File: config.mk
export PLATFORM = sky130hd
export DESIGN_NAME = tile_pixel_gen
export DESIGN_NICKNAME = d
export VERILOG_FILES = /design/src/rtl/tile_pixel_gen.sv
export SDC_FILE = /design/constraint.sdc
export NUM_CORES = 1
export LEC_CHECK = 0
export ABC_AREA = 0
export CAP_MARGIN = 20
export CELL_PAD_IN_SITES_DETAIL_PLACEMENT = 1
export CELL_PAD_IN_SITES_GLOBAL_PLACEMENT = 2
export CORE_UTILIZATION = 35
export CTS_CLUSTER_DIAMETER = 80
export DETAILED_ROUTE_END_ITERATION = 16
export MAX_ROUTING_LAYER = met4
export PLACE_DENSITY = 0.9
export REMOVE_ABC_BUFFERS = 1
export SYNTH_ARGS = -nofsm -noshare
export SYNTH_HDL_FRONTEND = slang
export SYNTH_SLANG_ARGS = --single-unit
File: constraint.sdc
create_clock -name clk -period 3.9 [get_ports clk]
set_input_delay 0.585 -clock clk [delete_from_list [all_inputs] [get_ports clk]]
set_output_delay 0.585 -clock clk [all_outputs]
set_load 0.005 [all_outputs]
File: src/rtl/tile_pixel_gen.sv
// Tile/character pixel generator: fetches map, attribute and pattern bytes through one
// synchronous RAM read port and emits one colour index per pixel_en with 4-clk latency.
// Optional define TILE_SCROLL_EN adds scroll_x/scroll_y inputs with map-size wraparound.
module tile_pixel_gen #(
  parameter int unsigned       ADDR_W    = 15,
  parameter logic [ADDR_W-1:0] MAP_BASE  = 15'h0000,
  parameter logic [ADDR_W-1:0] ATTR_BASE = 15'h2000,
  parameter logic [ADDR_W-1:0] PAT_BASE  = 15'h4000,
  parameter int unsigned       MAP_COLS  = 80,
  parameter int unsigned       MAP_ROWS  = 60,
  parameter int unsigned       H_ACTIVE  = 640,
  parameter int unsigned       V_ACTIVE  = 480
) (
  input  logic              clk,
  input  logic              rst,
  input  logic              pixel_en,
  input  logic [9:0]        cycle,
  input  logic [8:0]        scanline,
`ifdef TILE_SCROLL_EN
  input  logic [9:0]        scroll_x,
  input  logic [8:0]        scroll_y,
`endif
  input  logic [7:0]        mem_rd_data,
  output logic [ADDR_W-1:0] mem_rd_addr,
  output logic [7:0]        pixel_data,
  output logic              pixel_valid,
  output logic              busy,
  output logic              overrun
);

  // The map must cover the whole visible area, otherwise tiles would repeat on screen.
  if (MAP_COLS * 8 < H_ACTIVE || MAP_ROWS * 8 < V_ACTIVE) begin : g_map_size_check
    $error("tile map smaller than the active area");
  end

  typedef enum logic [2:0] {
    IDLE = 3'd0,
    MAPA = 3'd1,
    MAPD = 3'd2,
    ATTD = 3'd3,
    PATD = 3'd4
  } state_t;

  state_t            state_q, state_d;
  logic [ADDR_W-1:0] addr_q, addr_d;
  logic [ADDR_W-1:0] idx_q, idx_d;
  logic [2:0]        xi_q, xi_d;
  logic [2:0]        yi_q, yi_d;
  logic              active_q, active_d;
  logic [7:0]        attr_q, attr_d;
  logic [7:0]        pix_q, pix_d;
  logic              valid_q, valid_d;
  logic              overrun_q, overrun_d;

  logic [31:0]       ex_w, ey_w, idx_w;
  logic              active_w;
  logic              pat_on;

  // Effective coordinates and map index for the pixel presented on the inputs.
  always_comb begin
`ifdef TILE_SCROLL_EN
    ex_w = (32'(cycle) + 32'(scroll_x)) % (MAP_COLS * 8);
    ey_w = (32'(scanline) + 32'(scroll_y)) % (MAP_ROWS * 8);
`else
    ex_w = 32'(cycle);
    ey_w = 32'(scanline);
`endif
    idx_w    = (ey_w >> 3) * MAP_COLS + (ex_w >> 3);
    // The active-area test deliberately ignores scrolling.
    active_w = (32'(cycle) < H_ACTIVE) && (32'(scanline) < V_ACTIVE);
  end

  assign pat_on = mem_rd_data[3'd7 - xi_q];

  // NOTE: every signal gets a default before the case so no path leaves one unassigned
  // (which would infer a latch); holding state means assigning the _q value explicitly.
  always_comb begin
    state_d   = state_q;
    addr_d    = addr_q;
    idx_d     = idx_q;
    xi_d      = xi_q;
    yi_d      = yi_q;
    active_d  = active_q;
    attr_d    = attr_q;
    pix_d     = pix_q;
    valid_d   = 1'b0;
    overrun_d = overrun_q | (pixel_en && (state_q != IDLE));

    case (state_q)
      IDLE: begin
        if (pixel_en) begin
          state_d  = MAPA;
          idx_d    = ADDR_W'(idx_w);
          xi_d     = ex_w[2:0];
          yi_d     = ey_w[2:0];
          active_d = active_w;
          if (active_w) addr_d = MAP_BASE + ADDR_W'(idx_w);
        end
      end
      MAPA: begin
        state_d = MAPD;
        if (active_q) addr_d = ATTR_BASE + idx_q;
      end
      MAPD: begin
        // Tile number arrives now; it is consumed directly to form the pattern address.
        state_d = ATTD;
        if (active_q) addr_d = PAT_BASE + ADDR_W'({mem_rd_data, 3'b000}) + ADDR_W'(yi_q);
      end
      ATTD: begin
        state_d = PATD;
        attr_d  = mem_rd_data;
      end
      PATD: begin
        state_d = IDLE;
        valid_d = 1'b1;
        if (!active_q)   pix_d = 8'h00;
        else if (pat_on) pix_d = {4'h0, attr_q[7:4]};
        else             pix_d = {4'h0, attr_q[3:0]};
      end
      default: state_d = IDLE;
    endcase
  end

  // NOTE: sequential state uses non-blocking assignments so every flop samples the
  // pre-edge values; datapath registers are reset too so a mid-fetch reset leaves no residue.
  always_ff @(posedge clk or posedge rst) begin
    if (rst) begin
      state_q   <= IDLE;
      addr_q    <= '0;
      idx_q     <= '0;
      xi_q      <= '0;
      yi_q      <= '0;
      active_q  <= 1'b0;
      attr_q    <= '0;
      pix_q     <= '0;
      valid_q   <= 1'b0;
      overrun_q <= 1'b0;
    end else begin
      state_q   <= state_d;
      addr_q    <= addr_d;
      idx_q     <= idx_d;
      xi_q      <= xi_d;
      yi_q      <= yi_d;
      active_q  <= active_d;
      attr_q    <= attr_d;
      pix_q     <= pix_d;
      valid_q   <= valid_d;
      overrun_q <= overrun_d;
    end
  end

  assign mem_rd_addr = addr_q;
  assign pixel_data  = pix_q;
  assign pixel_valid = valid_q;
  assign busy        = (state_q != IDLE);
  assign overrun     = overrun_q;

endmodule

After elaboration in Yosys (flattened, before gate mapping)
Cells that the tools add are included.

Word-level logic and storage cells: 47. Flip-flop bits (word level): 58. Output and inout bits: 26. Bits of input ports: 30.

$lt $le $gt $ge: 3. Multiplexer cells: 12. Eq/ne operators: 8. Multipliers: 1. Bitwise gates (word level): 1. Reductions and logical operators: 7. Add/sub/neg operators: 5.

Operators by type and width (count): $mux 15 (4); $pmux 15 s3 (1); $add 14x15->15 const A (1); $add 15x11->15 const A (1); $add 15x3->15 (1); $add 13x7->14 (1); $pmux 3 s4 (1); $lt 10x10->1 const B (1); $lt 9x9->1 const B (1); $mul 6x3->9 const B (1); $mux 4 (2); $ne 2x2->1 const B (4); $eq 3x2->1 const B (2); $reduce_bool 3->1 (2); $reduce_and 5->1 (1); $lt 3x4->1 const B (1); $bmux 1 s3 (1); $eq 3x1->1 const B (1); $eq 3x3->1 const B (1); $logic_not 3->1 (1); $mux 3 (1); $sub 3x3->3 const A (1); $logic_and 1x1->1 (2); $mux 1 (2); 2 further kinds (2).

Depth between registers and ports, before layout
Gate-level depths: netlist of the first run.

Word-level depth: 5. Depth in mapped cells: 9. Mapped depth without buffers: 9.

Least setup slack after synthesis of the first run
No wires, ideal clock.

Path kind: input to register. Start: in scanline[4]. End: reg addr_q[11], in the netlist mem_rd_addr[11]. Library setup time: 0.126 ns. Setup slack: 1.081 ns. Path buffers: 0. Required time: 3.774 ns. Stages: 8. Arrival time: 2.693 ns. Path through: ha_1 > ha_1 > inv_1 > fa_1 > o32ai_1 > nor4b_2 > nor3_1 > o32a_1.

Longest elaborated chain between the ends: 5. Elaborated cells on any way between the ends: 9. Classes of those cells: 1 x add/sub; 1 x mul; 1 x order compare; 1 x eq/ne; 3 x mux; 2 x reduce/logical.

Ends and longest elaborated chain: start, declared (line 18) `input logic [8:0] scanline,`; $mul 6x3->9 (line 68) `idx_w = (ey_w >> 3) * MAP_COLS + (ex_w >> 3);`; $add 13x7->14 (line 68); $mux 15 (line 97) `if (active_w) addr_d = MAP_BASE + ADDR_W'(idx_w);`; $mux 15 (line 91) `if (pixel_en) begin`; $pmux 15 s3 (line 89) `case (state_q)`; end signal, assigned (line 140) `addr_q <= addr_d;`; end, declared (line 45) `logic [ADDR_W-1:0] addr_q, addr_d;`.

Parallel ways exist; a longest one is shown, timed or not. The select of a mux whose other input is x is not followed. A chain may end at the register's enable or synchronous reset.

Worst setup path in the final report of the first run
Same ends and word-level chain as after synthesis.

==> results of run 1 <==
[synthesized netlist by cell type, types with 2 or more instances]
| cell | number | share of area, % |
|---|---|---|
| mux4_2 | 2 | 1.6 |
| nand2_1 | 29 | 3.9 |
| mux2_2 | 20 | 8.1 |
| nand3b_1 | 3 | 0.81 |
| dfrtp_1 | 53 | 48 |
| o41ai_1 | 5 | 1.6 |
| nor3b_1 | 2 | 0.54 |
| clkbuf_1 | 5 | 0.67 |
| o22ai_1 | 6 | 1.3 |
| xor2_1 | 6 | 1.9 |
| nor3_1 | 2 | 0.36 |
| mux2i_1 | 4 | 1.4 |
| nand4_1 | 2 | 0.45 |
| o21ai_0 | 20 | 3.6 |
| inv_1 | 14 | 1.9 |
| buf_2 | 5 | 0.90 |
| nor2_1 | 12 | 1.6 |
| a21o_1 | 2 | 0.54 |
| nand2b_1 | 4 | 0.90 |
| o22a_1 | 4 | 1.3 |
| buf_4 | 4 | 1.1 |
| ha_1 | 11 | 4.9 |
| a21oi_1 | 7 | 1.3 |
| xnor2_1 | 3 | 0.94 |
| nor2b_1 | 2 | 0.45 |
| and2_1 | 2 | 0.45 |
| fa_1 | 2 | 1.4 |
| a22oi_1 | 5 | 1.3 |
| and3_1 | 2 | 0.45 |
[layer usage]
metal,vias to the layer above,global-route usage (%)
met5,-,-
met1,1037,25.2
li1,1009,-
met4,0,4.37
met2,42,30.1
met3,9,2.85
[cell usage in the layout, fill, tap and decap left out, types with 2 or more instances in the layout]
master / count
dfrtp_1: 53
clkdlybuf4s50_1: 51
nand2_1: 29
o21ai_0: 20
mux2_2: 20
inv_1: 13
nor2_1: 12
ha_1: 11
a21oi_1: 7
xor2_1: 6
o22ai_1: 6
clkbuf_8: 6
o41ai_1: 5
a22oi_1: 5
nand2b_1: 4
mux2i_1: 4
o22a_1: 4
conb_1: 4
nand3b_1: 3
xnor2_1: 3
buf_4: 3
nand4_1: 2
nor3b_1: 2
nor2b_1: 2
and3_1: 2
nor3_1: 2
a21o_1: 2
and2_1: 2
mux4_2: 2
fa_1: 2
[worst max-delay path, delay by kind of cell]
kind	cells	cell delay, ns
AO/OA/AOI/OAI	2	0.76
AND/OR/NAND/NOR	2	0.46
buffers and inverters	2	0.53
adder cells (fa/ha/maj)	3	1.03
[registers in the layout, summed over array words and instances (netlist names)]
register and flops:
mem_rd_addr 15, idx_q 14, attr_q 8, pixel_data 4, state_q 3, xi_q 3, yi_q 3, active_q 1
overrun 1, pixel_valid 1
[path summary, 6_finish.rpt]
| kind | from | to | cells after the start |
|---|---|---|---|
| hold reg to reg | mem_rd_addr[13] | mem_rd_addr[13] | 2 |
| min in group asynchronous | rst | pixel_valid | 2 |
| max in group asynchronous | rst | idx_q[12] | 3 |
| hold / removal | mem_rd_addr[13] | mem_rd_addr[13] | 2 |
| setup / recovery | scanline[4] | mem_rd_addr[11] | 9 |
| setup reg to reg | state_q[0] | mem_rd_addr[12] | 6 |
[cells by family (layout without fill, tap and decap cells)]
group | after synthesis | after routing
xor+xnor | 10 | 10
compound gates | 59 | 59
mux | 27 | 27
other cells | 1 | 4
fa+ha+maj | 13 | 13
flops | 53 | 53
simple gates | 66 | 66
buf+inv | 28 | 76
[cell type report]
class	count	area [µm²]	area share (%)
clock buffer	6	82.6	2.36
timing repair buffer	55	553	15.8
multi-input combinational	179	1350	38.6
sequential	53	1330	37.9
tap	102	128	3.65
clock inverter	1	7.51	0.215
inverter	14	52.6	1.50
[report_power, final]
group          total [mW]  leakage (nW)  switching [mW]  internal (mW)
registers           0.986         0.649           0.174          0.812
logic                1.23         0.811           0.601          0.629
clock network       0.317        0.0433           0.176          0.141
total                2.53          1.50           0.951           1.58
[stage by stage]
stage                     std cells  util [%]  hold WS (ns)  power, mW  cell area, µm²
after floorplan                 246         -         0.450       1.71            2730
after global placement          402      43.9         0.463       2.18            3390
after detailed placement        403      44.1         0.473       2.24            3410
after CTS                       410      45.3         0.494       2.56            3500
after global routing            410      45.3         0.511       2.73            3500
final                           410      45.3         0.483       2.53            3500
==> impl_metrics.csv, run 1 <==
group,metric,value,unit
sta,min_period_over_period,81.8,%
clock_tree,root_buffer,"clkbuf_8",
routing,ant_nets,0,
routing,m1WireLength,3380,µm
routing,wl_met3,215,µm
grt,grt.total_usage,18.8,%
synth,synth_xor_area_share,3.63,%
status,status,"finished, final reports clean",
grt,grt-ovfl-total,0,
sta,tightest_slew,0.599,ns
routing,drt_pass1_iterations,4,
power_and_ir_drop,peakVddDrop,0.219,mV
finish,drive_above_1_share,12.7,%
clock_tree,cts_made_buffers,5,
floorplanning,die_x,91.3,µm
power_and_ir_drop,power.density,724,nW/µm²
critical_path,crit_chain,"clkdlybuf4s50_1, ha_1, ha_1, inv_1, fa_1, o32ai_1, nor4b_2, nor3_1, o32a_1",
sta,fin_ws,0.711,ns
sta,setup_violations,0,
floorplanning,die_y,91.3,µm
finish,antenna_cells,0,
floorplanning,core_area,7730,µm²
clock_tree,clock-sinks,53,
synth,avgSynthCellArea,10.9,µm²
sta,skew,0.00852,ns
routing,wl,7010,µm
synth,synth_top_family_by_area,"compound AO/OA/AOI/OAI gates",
clock_tree,clockBufferDepth,2,
critical_path,arrival,3.37,ns
synth,ys_seq_area_share,47.5,%
sta,finalMaxSlewViolations,0,
sta,fmax,314,MHz
placement,place.gp.congestion,0.818,
finish,syn2layout_area_growth,25.4,%
placement,pre_cts_slack,0.389,ns
routing,drt-initial-drc-count,98,
synth,synth_compound_area_share,14.6,%
floorplanning,die_area,8340,µm²
routing,routed.top_layer,"met4",
synth,ys_ff_latch,53,
clock_tree,clk_pin_slew,0.09,ns
power_and_ir_drop,leakagePower,1.50,nW
sta,rsz0062_at_grt,"false",
grt,antenna_found_initial,0,
clock_tree,post_cts_buffers,0,
grt,grt_pass1_wl,11700,µm
placement,post-dp-hpwl,5310,µm
critical_path,crit_type,"input pin to flip-flop",
finish,finalNetCount,351,
critical_path,critPathRequiredTime,4.09,ns
sta,slew_headroom,60.0,%
synth,synth_mux_area_share,11.6,%
routing,route.detailed.drc,0,
clock_tree,htreeDepth,2,
critical_path,slowest_delay,0.49,ns
clock_tree,cts_tree,"yes",
floorplanning,boundaryPins,56,
critical_path,end_kind,"flip-flop",
clock_tree,post_cts_resized,0,
synth,synth_flop_cell,"dfrtp_1",
critical_path,slowest_stage,"fa_1",
routing,wl_per_cell,17.1,µm
sta,finalHoldViolCount,0,
critical_path,cp_max_fo,4,
floorplanning,row_count,32,
routing,viasPerCell,5.11,
finish,fillerInstances,875,
clock_tree,cts_hold_buf,0,
synth,synth_cell_types,48,
clock_tree,insertion_delay,0.30,ns
synth,netlist_area,2790,µm²
synth,synth_fa_ha_area_share,6.36,%
routing,met2_length,3330,µm
placement,io_buffer_count,51,
synth,synth_edf_count,0,
sta,finalSetupTns,0,ns
synth,synthArstFlopShare,100,%
critical_path,critPathLaunchType,"input pin",
floorplanning,initial_utilization,36.1,%
run,cap_violations,0,
grt,grt_pass1_vias,2216,
routing,num_vias,2097,
grt,grt_max_degree,42,
critical_path,critPathMostFrequentCell,"ha_1",
synth,synthSimpleGateAreaFrac,11.7,%
synth,syn_inst,257,
critical_path,r2r_slack,1.92,ns
synth,yosysWarnings,0,
sta,fin_crit,3.19,ns
worst_hold_path,hold_path_class,"flip-flop to flip-flop",
Note: power is estimated with default switching activity, not from simulation.
==> run 2, diff against run 1 <==
--- a/config.mk
+++ b/config.mk
@@ -9,11 +9,11 @@
 export CAP_MARGIN = 20
 export CELL_PAD_IN_SITES_DETAIL_PLACEMENT = 1
 export CELL_PAD_IN_SITES_GLOBAL_PLACEMENT = 2
-export CORE_UTILIZATION = 35
+export CORE_UTILIZATION = 30
 export CTS_CLUSTER_DIAMETER = 80
 export DETAILED_ROUTE_END_ITERATION = 16
 export MAX_ROUTING_LAYER = met4
-export PLACE_DENSITY = 0.9
+export PLACE_DENSITY = 0.83
 export REMOVE_ABC_BUFFERS = 1
 export SYNTH_ARGS = -nofsm -noshare
 export SYNTH_HDL_FRONTEND = slang
==> constraint.sdc (replaced) <==
create_clock -name clk -period 2.8 [get_ports clk]
set_input_delay 0.42 -clock clk [delete_from_list [all_inputs] [get_ports clk]]
set_output_delay 0.42 -clock clk [all_outputs]
set_load 0.005 [all_outputs]
==> run 2 against run 1 <==
Effect of this change: the run now ends with design-rule violations left; sequential power is 41% higher; critical path depth rose by 2; critical endpoint unchanged; register-to-register slack lost 1.1 ns; utilization down 3.3 points; critical path type unchanged; largest cell class unchanged.
==> impl_metrics.csv, run 2 (synthesis gave the netlist of run 1 again) <==
group,metric,value,unit
status,status,"complete, but fails checks",
status,failed_checks,"design-rule violations",
routing,drt-initial-drc-count,116,
sta,fin_ws,0.0964,ns
floorplanning,die_x,98.5,µm
sta,finalMaxSlewViolations,0,
critical_path,cp_max_fo,3,
finish,final_util,41.9,%
power_and_ir_drop,pwr-share-clk,12.0,%
finish,fillerInstances,1014,
critical_path,crit_chain,"clkdlybuf4s50_1, ha_1, ha_2, inv_1, fa_2, nand3b_1, o32ai_2, nor4b_4, buf_4, and3_1, o32a_1",
floorplanning,die_y,98.5,µm
clock_tree,root_buffer,"clkbuf_8",
critical_path,slowest_stage,"fa_2",
clock_tree,clk_pin_slew,0.09,ns
clock_tree,cts_tree,"yes",
floorplanning,initial_utilization,31.5,%
power_and_ir_drop,leakagePower,1.64,nW
finish,multi_input_area,1390,µm²
grt,grt_pass1_wl,12200,µm
floorplanning,core_area,8850,µm²
grt,grt.total_usage,16.7,%
grt,grt-ovfl-total,0,
sta,fin_crit,2.70,ns
finish,fin_cells,436,
clock_tree,clock-sinks,53,
placement,pre_cts_slack,-0.370,ns
power_and_ir_drop,combPwrFrac,49.5,%
grt,grt_max_degree,28,
routing,route.detailed.drc,1,
finish,drive_above_1_share,19.5,%
critical_path,crit_type,"input pin to flip-flop",
finish,largest_register_ff_count,15,
power_and_ir_drop,power_frac_seq,38.5,%
placement,io_buffer_count,51,
power_and_ir_drop,peakVddDrop,0.268,mV
clock_tree,htreeDepth,2,
power_and_ir_drop,p_switching,1.35,mW
critical_path,arrival,2.90,ns
power_and_ir_drop,netSwitchingFraction,37.4,%
placement,post-dp-hpwl,5660,µm
placement,place_inst,428,
floorplanning,die_area,9690,µm²
finish,final_common_cell,"dfrtp_1",
clock_tree,clockBufferDepth,2,
clock_tree,insertion_delay,0.30,ns
placement,dpl_cell_area,3570,µm²
run,cap_violations,0,
sta,fmax,370,MHz
sta,hold_slack,0.489,ns
critical_path,end_kind,"flip-flop",
finish,seq_area,1330,µm²
clock_tree,cts_hold_buf,0,
placement,place.gp.congestion,0.823,
sta,finalSetupTns,0,ns
routing,num_vias,2195,
routing,wl_per_cell,16.9,µm
sta,skew,0.00393,ns
sta,slew_headroom,59.8,%
sta,setup_violations,0,
finish,finalNetCount,371,
grt,grt_pass1_vias,2384,
worst_hold_path,hold_path_class,"flip-flop to flip-flop",
finish,antenna_cells,0,
sta,min_period_over_period,96.6,%
routing,viasPerCell,5.03,
floorplanning,row_count,34,
grt,antenna_found_initial,0,
sta,tightest_slew,0.602,ns
routing,ant_nets,0,
finish,syn2layout_area_growth,32.9,%
critical_path,slowest_delay,0.56,ns
critical_path,critPathRequiredTime,2.99,ns
sta,finalHoldViolCount,0,
routing,drt_pass1_iterations,12,
power_and_ir_drop,internal-power,2.26,mW
finish,most-common-layout-cells,"dfrtp_1, clkdlybuf4s50_1, nand2_1",
power_and_ir_drop,finalPower,3.61,mW
routing,wl,7380,µm
floorplanning,boundaryPins,56,
critical_path,critPathLaunchType,"input pin",
clock_tree,cts_made_buffers,5,
finish,finalInstanceArea,3710,µm²
power_and_ir_drop,power.density,972,nW/µm²
## run 2: path summary, 6_finish.rpt
check / from / to / slack (ns) / depth (start not counted)
max: scanline[5] / mem_rd_addr[11] / 0.1 / 11
min: mem_rd_addr[2] / mem_rd_addr[2] / 0.49 / 2
max reg2reg: state_q[0] / mem_rd_addr[11] / 0.81 / 5
min reg2reg: mem_rd_addr[2] / mem_rd_addr[2] / 0.49 / 2
max in group asynchronous: rst / mem_rd_addr[2] / 1.75 / 3
min in group asynchronous: rst / pixel_data[1] / 0.50 / 2
## run 2: area by class of cell
cell class,instances,area share [%]
clock buffers,7,2.33
inverters,14,1.42
multi-input cells,179,37.5
flip-flops and latches,53,35.7
well taps,108,3.64
repair buffers,75,19.4
## run 2: routing by layer
metal	up-vias	global-route usage, %	routed length (µm)
li1	1044	-	-
met1	1101	21.0	3360
met2	42	28.0	3680
met3	8	3.12	259
met4	0	4.25	77
met5	-	-	0
## run 2: power groups by stage
stage                     logic (mW)  clock network [mW]  registers [mW]
after floorplan                 1.03                   0            1.35
after global placement          1.73                   0            1.38
after detailed placement        1.79                   0            1.40
after CTS                       1.80               0.450            1.39
after global routing            1.97               0.478            1.45
final                           1.78               0.434            1.39
## run 2: repair_timing
| action | in CTS | in global routing |
|---|---|---|
| endpoints found under the setup margin | 3 | 5 |
| gates resized for setup | 1 | 8 |
| pin swaps | 1 | 4 |
| setup buffers | 0 | 1 |
## run 2: critical path: cells and delay by family
kind	cells	cell delay (ns)
AOI/OAI and AO/OA	2	0.40
adders and majority gates	3	0.92
buffers and inverters	3	0.71
and+or+nand+nor	3	0.45
